### src/rtl/s27_scan_tester.sv
`default_nettype none
// ============================================================================
// Module   : s27_scan_tester
// Function : Test-access controller for the s27 core. It accepts a pattern,
//            scan-loads the present state, captures one clock of core
//            response, scans it back out and returns it over a handshake.
// Revision : 1.0 - initial release
// ============================================================================
module s27_scan_tester #(
    parameter int CHAIN_LEN = 3,   // s27 flop count; other values unsupported
    parameter int CNT_W     = 16
) (
    input  logic             CK,
    input  logic             RST,
    // pattern side
    input  logic             pat_valid,
    output logic             pat_ready,
    input  logic [3:0]       pat_pi,
    input  logic [2:0]       pat_state,
    // core side
    output logic [3:0]       core_pi,
    output logic [2:0]       core_ps,
    input  logic             core_g10,
    input  logic             core_g11,
    input  logic             core_g13,
    input  logic             core_g17,
    output logic             scan_en,
    // response side
    output logic             rsp_valid,
    input  logic             rsp_ready,
    output logic [2:0]       rsp_state,
    output logic             rsp_po,
    output logic [CNT_W-1:0] pat_cnt
);

    localparam logic [2:0] c_IDLE      = 3'd0;
    localparam logic [2:0] c_SHIFT_IN  = 3'd1;
    localparam logic [2:0] c_CAPTURE   = 3'd2;
    localparam logic [2:0] c_SHIFT_OUT = 3'd3;
    localparam logic [2:0] c_RESP      = 3'd4;

    localparam logic [1:0] c_LAST = 2'(CHAIN_LEN - 1);

    logic [2:0]           r_state;
    logic [1:0]           r_shift_cnt;
    logic [3:0]           r_core_pi;
    // r_chain[0] is G5, r_chain[1] is G6, r_chain[2] is G7 (scan out)
    logic [CHAIN_LEN-1:0] r_chain;
    // shift source: MSB is the next bit to enter the chain
    logic [CHAIN_LEN-1:0] r_src;
    logic [CHAIN_LEN-1:0] r_rsp;
    logic                 r_rsp_po;
    logic                 r_rsp_valid;
    logic [CNT_W-1:0]     r_pat_cnt;

    logic                 w_scan_in;
    logic                 w_accept;
    logic                 w_shifting;

    assign w_accept   = (r_state == c_IDLE) && pat_valid;
    assign w_shifting = (r_state == c_SHIFT_IN) || (r_state == c_SHIFT_OUT);
    // Zeros are shifted in while unloading so the chain ends clean.
    assign w_scan_in  = (r_state == c_SHIFT_IN) ? r_src[CHAIN_LEN-1] : 1'b0;

    assign pat_ready = (r_state == c_IDLE);
    assign scan_en   = w_shifting;
    assign core_pi   = r_core_pi;
    assign core_ps   = r_chain;
    assign rsp_valid = r_rsp_valid;
    assign rsp_state = r_rsp;
    assign rsp_po    = r_rsp_po;
    assign pat_cnt   = r_pat_cnt;

    // Sequencer: handshake, shift counting and completion counting.
    always_ff @(posedge CK) begin
        if (RST) begin
            r_state     <= c_IDLE;
            r_shift_cnt <= 2'd0;
            r_core_pi   <= 4'd0;
            r_src       <= '0;
            r_rsp_valid <= 1'b0;
            r_pat_cnt   <= '0;
        end else begin
            case (r_state)
                c_IDLE: begin
                    if (w_accept) begin
                        r_core_pi   <= pat_pi;
                        r_src       <= pat_state;
                        r_shift_cnt <= 2'd0;
                        r_state     <= c_SHIFT_IN;
                    end
                end
                c_SHIFT_IN: begin
                    r_src       <= {r_src[CHAIN_LEN-2:0], 1'b0};
                    r_shift_cnt <= r_shift_cnt + 2'd1;
                    if (r_shift_cnt == c_LAST) begin
                        r_state <= c_CAPTURE;
                    end
                end
                c_CAPTURE: begin
                    r_shift_cnt <= 2'd0;
                    r_state     <= c_SHIFT_OUT;
                end
                c_SHIFT_OUT: begin
                    r_shift_cnt <= r_shift_cnt + 2'd1;
                    if (r_shift_cnt == c_LAST) begin
                        r_rsp_valid <= 1'b1;
                        r_state     <= c_RESP;
                    end
                end
                c_RESP: begin
                    if (rsp_ready) begin
                        r_rsp_valid <= 1'b0;
                        r_pat_cnt   <= r_pat_cnt + 1'b1;
                        r_state     <= c_IDLE;
                    end
                end
                default: begin
                    r_state <= c_IDLE;
                end
            endcase
        end
    end

    // Scan chain, functional capture and response assembly.
    always_ff @(posedge CK) begin
        if (RST) begin
            r_chain  <= '0;
            r_rsp    <= '0;
            r_rsp_po <= 1'b0;
        end else begin
            if (w_shifting) begin
                r_chain <= {r_chain[CHAIN_LEN-2:0], w_scan_in};
            end else if (r_state == c_CAPTURE) begin
                r_chain  <= {core_g13, core_g11, core_g10};
                r_rsp_po <= core_g17;
            end
            // Scan-out bits arrive G13 first, so they land MSB-first.
            if (r_state == c_SHIFT_OUT) begin
                r_rsp <= {r_rsp[CHAIN_LEN-2:0], r_chain[CHAIN_LEN-1]};
            end
        end
    end

endmodule
`default_nettype wire

### config.mk
export PLATFORM = sky130hd
export DESIGN_NAME = s27_scan_tester
export DESIGN_NICKNAME = d
export VERILOG_FILES = /design/src/rtl/s27_scan_tester.sv
export SDC_FILE = /design/constraint.sdc
export NUM_CORES = 1
export LEC_CHECK = 0
export CORE_MARGIN = 1.5
export CORE_UTILIZATION = 35
export DETAILED_ROUTE_END_ITERATION = 16
export PLACE_DENSITY_LB_ADDON = 0.2
export SLEW_MARGIN = 20
export SYNTH_ARGS = -nofsm -noshare
export SYNTH_HDL_FRONTEND = slang
export SYNTH_SLANG_ARGS = --single-unit
### constraint.sdc
create_clock -name CK -period 2.1 [get_ports CK]
set_input_delay 0.42 -clock CK [delete_from_list [all_inputs] [get_ports CK]]
set_output_delay 0.42 -clock CK [all_outputs]
set_load 0.05 [all_outputs]
* Yosys cells after proc, flatten, opt, wreduce, memory -nomap -nowiden
Cells that the tools add are included.
** Word-level totals
- Output and inout bits :: 30
- Logic and storage cells :: 51
- Bits of input ports :: 15
- Flip-flop bits (word level) :: 36
** Operators by class
- Eq/ne operators :: 9
- Add/sub/neg operators :: 2
- Muxes and demuxes :: 15
- Bitwise gates (word level) :: 1
- Reduce and logical (&&, ||, !) cells :: 15
** Operators with widths (count)
- $mux W3 :: 7
- $add A16 B1 Y16 const B :: 1
- $pmux W3 S5 :: 1
- $reduce_and A2 Y1 :: 5
- $eq A3 B2 Y1 const B :: 2
- $ne A2 B1 Y1 const B :: 3
- $pmux W2 S3 :: 1
- $pmux W3 S2 :: 1
- $reduce_bool A2 Y1 :: 3
- $reduce_and A4 Y1 :: 1
- $eq A3 B1 Y1 const B :: 1
- $eq A3 B3 Y1 const B :: 1
- $logic_not A3 Y1 :: 1
- $mux W1 :: 3
- $reduce_and A3 Y1 :: 1
- $reduce_bool A3 Y1 :: 1
- $add A2 B1 Y2 const B :: 1
- $eq A2 B2 Y1 const B :: 1
- $mux W2 :: 1
- $ne A2 B2 Y1 const B :: 1
- $pmux W1 S2 :: 1
- $reduce_or A2 Y1 :: 1
- $logic_and A1 B1 Y1 :: 1
- $logic_or A1 B1 Y1 :: 1
- $not A1 Y1 :: 1

* Longest topological paths before layout
- Depth after elaboration :: 4
- Depth in mapped cells :: 6
- Gate-level depth less buffers :: 5

* Worst setup path after synthesis
OpenSTA, ideal clock, no wires.
- Path kind :: reg2out
- Start point :: register r_state[1]
- End point :: output port pat_ready
- Path slack :: 0.076 ns
- Path buffers :: 1
- Required time :: 1.680 ns
- Data arrival time :: 1.604 ns
- Stages on the path, launching flop included :: 3
- Cell sequence :: dfxtp_1 -> clkbuf_1 -> nor3_1
** On the way
- Word-level cells in the longest chain between the ends :: 1
** Ends and longest elaborated chain
- from (decl) :: RTL line 44 : logic [2:0] r_state;
- from (signal assigned) :: RTL line 77 : r_state <= c_IDLE;
- from (signal assigned) :: RTL line 90 : r_state <= c_SHIFT_IN;
- from (signal assigned) :: RTL line 97 : r_state <= c_CAPTURE;
- $logic_not A3 Y1 :: RTL line 65 : assign pat_ready = (r_state == c_IDLE);
- to (decl) :: RTL line 17 : output logic pat_ready,
No other way between the ends.

* Worst setup path after layout
- Start point :: register r_pat_cnt[8], in the netlist pat_cnt[8]
- End point :: output port pat_cnt[8]
** RTL lines
- from (decl) :: RTL line 54 : logic [CNT_W-1:0] r_pat_cnt;
- from (signal assigned) :: RTL line 114 : r_pat_cnt <= r_pat_cnt + 1'b1;
- to (decl) :: RTL line 33 : output logic [CNT_W-1:0] pat_cnt
No word-level cell between the ends.

==> results.md <==
- The routed layout has about 1400 vias.
- For this run, the post-layout net count is ~240.
- The flow ran to the end, and the final reports show no timing, DRC or antenna violations.
- The power density normalized to cell area is about 680 nW/µm².
- STA classifies the critical path startpoint as a flop.
- Entering global routing, the biggest net connects 37 pins.
- The count of buffers from port buffering is 44.
- The half-perimeter wire length of the detailed placement result is approximately 2.6 mm.
- After synthesis, the netlist uses 34 different library cells.
- The height of the die is roughly 70 µm.
- The number of antenna violations at the first check in global routing is 0.
- The category of the critical setup timing path is reg -> out.
- The share of cells above drive strength 1 is 0.0959.
- The worst setup path startpoint is pat_cnt[8]$_SDFFE_PP0P_.
- In this run the worst path has a maximum fanout of 6.
- Adding up every negative setup slack in the final design gives 0 ns.
- After filler insertion, the fill cell instance count of the layout stands at between 300 and 400.
- In the final routed layout, each cell accounts on average for ~13 µm.
- After synthesis, the mean cell area works out to approximately 9.1 µm².
- For this run, the share of the core covered by cells in the final layout is 0.503.
- For this run, the register share of the synthesized area comes to 0.463.
- The destination of the critical timing path is pat_cnt[8].
- The first global-routing pass estimated 6.37 mm of wire.
- For this design, the slowest cell found on the critical path is sky130_fd_sc_hd__clkdlybuf4s50_1.
- The slew at the pin closest to its max-slew limit is 0.564 ns.
- In this run, the number of DRC markers left after iteration 0 of detailed routing was 83.
- Summed over all layers, the routed wires come to about 3.6 mm.
- The post-synthesis cell count is approximately 170.
- Traced cell by cell, the critical path runs through clkdlybuf4s50_1.
- Setup violations remaining at the end of the flow were counted as 0.
- At the end of routability-driven placement, the weighted congestion stood at around 0.76.
- The clock transition at the register clock pins on the worst setup and hold paths after CTS is ~0.070 ns.
- The switching power of the nets is roughly 0.34 mW.
- The post-route minimum period is 1.99 ns.
- The H-tree depth is 2.
- The fraction of power spent switching nets is 0.232.
- The kind of path behind the tightest hold check is reg -> reg.
- Internal power comes to about 1.1 mW.
- The arrival time of data at the critical path endpoint is 1.57 ns.
- The leading cell type in the layout, fill and taps excluded is sky130_fd_sc_hd__clkdlybuf4s50_1.
- The count of buffering cells on the critical path with inverters included is 1.
- The worst register-to-register path begins at pat_cnt[4]$_SDFFE_PP0P_.
- The initial cell density of the core is 0.360.
- Max-cap violations in this run came to 0.
- Hold timing on the final database bottoms out at a slack of about 0.47 ns.
- The number of cells traversed by the worst register-to-register path is 4.
- No sink is reached through more buffers than the 2 on the longest clock path.
- The count of cell instances traversed by the critical path is 1.
- Derived from the worst setup path, the maximum achievable clock frequency is 0.502 GHz.
- The detailed-routing iteration count for the pre-antenna-repair pass is 4.
- The antenna diode count is 0.
- The core area is approximately 4300 µm².
- The die covers between 4000 and 5000 µm².
- STA classifies the critical path endpoint as an output pin.
- The worst relative slew slack is 0.623.
- In this design, the stage delay of the slowest critical-path cell is roughly 0.84 ns.
- Buffers inserted during clock tree synthesis total 5.
- The total global routing track utilization is 0.162.
- The number of gates resized after cts is 0.
- The detail route stage leaves a number of antenna-violating nets equal to 0.
- The clock tree from TritonCTS is done.
- The endpoint of the lowest-slack register-to-register path is pat_cnt[15]$_SDFFE_PP0P_.
- The via count of the first global-routing pass is about 1400.
- Setup repair after global routing left no endpoint under its margin.
- The mapped netlist covers between 1500 and 2000 µm².
- The count of final hold-check violations is 0.
- The total leakage power is ~0.80 nW.
- In the layout the commonest cells are sky130_fd_sc_hd__clkdlybuf4s50_1, sky130_fd_sc_hd__dfxtp_1, sky130_fd_sc_hd__nor2_1.
- The peak supply drop is 0.306 mV.
- Setup slack on the worst reg-to-reg path comes out at approximately 0.42 ns.
- Relative to the synthesized area, the layout overhead comes to 39.5%.
- The Yosys step of the flow raised 0 warnings.
- The total count of max-transition violations in the final report is 0.
- The clock group share of total power is 0.403.
- The horizontal die dimension is approximately 70 µm.
- The cell family with the largest share of critical-path delay is buffers and inverters.
- The number of nets handed over by synthesis was between 150 and 200.
- The number of setup buffers added after CTS is 0.
- The share of the clock period used by the worst path after layout is 0.948.
- The share of total power dissipated in combinational logic is 0.115.
- For this run the aggregate overflow at the end of global routing stands at 0.
- Clock skew on the completed layout was measured at about 0.0074 ns.
- The post-cts hold buffer count is 0.
- The library cell used as clock root buffer is sky130_fd_sc_hd__clkbuf_8.
- The required time of the critical path is approximately 1.7 ns.
- The clock reaches the later pin of the worst-skew pair after slightly below 0.3 ns.
- The count of clock tree sinks is 36.
- The mean number of vias per cell is roughly 5.2.
- The remaining design rule violation count is 0.
- Counting flops and latches in the post-synthesis netlist gives 36.
- The sequential share of power is 0.483.
- The floorplan has 24 rows.
- 45 I/O pins were placed.
-- routing by layer --
layer	GRT usage	part of all wire
met1	0.213	0.47
met2	0.252	0.47
met3	0.0494	0.049
met4	0.0577	0.017
met5	0	0
-- synthesized netlist by cell type, drive strengths merged --
library cell  instances  area [µm²]
nand3b                1        7.51
nor3                  8        40.0
mux2i                 9        90.1
or3                   3        18.8
xor2                  9        78.8
and3                  2        12.5
nor2                 18        67.6
ha                    2        25.0
or4                   2        15.0
nand2                11        43.8
xnor2                 1        8.76
a31oi                 1        6.26
o31ai                 2        15.0
nand4                 4        25.0
nor4b                 1        8.76
a21oi                15        75.1
nand3                10        50.1
a22oi                 2        15.0
nand2b                1        6.26
nor2b                 3        18.8
and4                  3        26.3
or4b                  2        23.8
clkbuf                7        26.3
dfxtp                36         721
and4bb                1        16.3
inv                   2        7.51
buf                   4        31.3
nor3b                 1        7.51
mux2                  2        30.0
o21ai                 8        40.0
-- cell families (layout without fill, tap and decap cells) --
logic type | Yosys count | after routing | synth area share
AOI/OAI and AO/OA | 28 | 28 | 0.0972
buffers and inverters | 13 | 61 | 0.0418
xor gates and xnor gates | 10 | 10 | 0.0562
muxes | 11 | 11 | 0.0771
and+or+nand+nor | 71 | 71 | 0.249
DFF | 36 | 36 | 0.463
adders and majority gates | 2 | 2 | 0.0161
-- flip-flops by register name, summed over array words and instances (netlist names) --
name	count
pat_cnt	16
core_pi	4
core_ps	3
r_src	3
r_state	3
rsp_state	3
r_shift_cnt	2
rsp_po	1
rsp_valid	1
-- worst min path at each step --
stage | startpoint | to | slack, ns | depth (start not counted)
floorplan | r_shift_cnt[0]$_SDFFE_PP0P_ | r_shift_cnt[0]$_SDFFE_PP0P_ | 0.45 | 2
global placement | rsp_state[2]$_SDFFE_PP0N_ | rsp_state[2]$_SDFFE_PP0N_ | 0.44 | 2
detailed placement | rsp_state[2]$_SDFFE_PP0N_ | rsp_state[2]$_SDFFE_PP0N_ | 0.47 | 2
CTS | rsp_state[2]$_SDFFE_PP0N_ | rsp_state[2]$_SDFFE_PP0N_ | 0.48 | 2
global route | rsp_state[1]$_SDFFE_PP0N_ | rsp_state[1]$_SDFFE_PP0N_ | 0.51 | 2
finish | rsp_state[2]$_SDFFE_PP0N_ | rsp_state[2]$_SDFFE_PP0N_ | 0.47 | 2
-- power groups by stage --
stage | clock network [mW] | registers [mW] | logic (mW)
4_1_cts | 0.611 | 0.709 | 0.170
2_1_floorplan | 0 | 0.748 | 0.0817
3_3_place_gp | 0 | 0.725 | 0.166
5_1_grt | 0.645 | 0.712 | 0.180
6_report | 0.592 | 0.710 | 0.169
3_5_place_dp | 0 | 0.725 | 0.170
-- stage by stage --
stage                     instances  total power, mW  setup slack (ns)  cell area (µm²)
final                           271             1.47             0.109             2170
after floorplan                 171            0.830            0.0764             1560
after CTS                       271             1.49            0.0937             2170
after global placement          263            0.890            0.0942             2070
after detailed placement        263            0.895            0.0502             2070
after global routing            271             1.54            0.0508             2170
-- area by class of cell --
class | count | area (µm²) | share of cell area
clock buffers | 6 | 72.6 | 0.0334
repair buffers | 51 | 500 | 0.230
clock inverters | 2 | 35.0 | 0.0161
multi-input cells | 122 | 772 | 0.355
well taps | 52 | 65.1 | 0.0299
inverters | 2 | 7.51 | 0.00345
flip-flops and latches | 36 | 721 | 0.332
(Power assumes the default switching activity.)
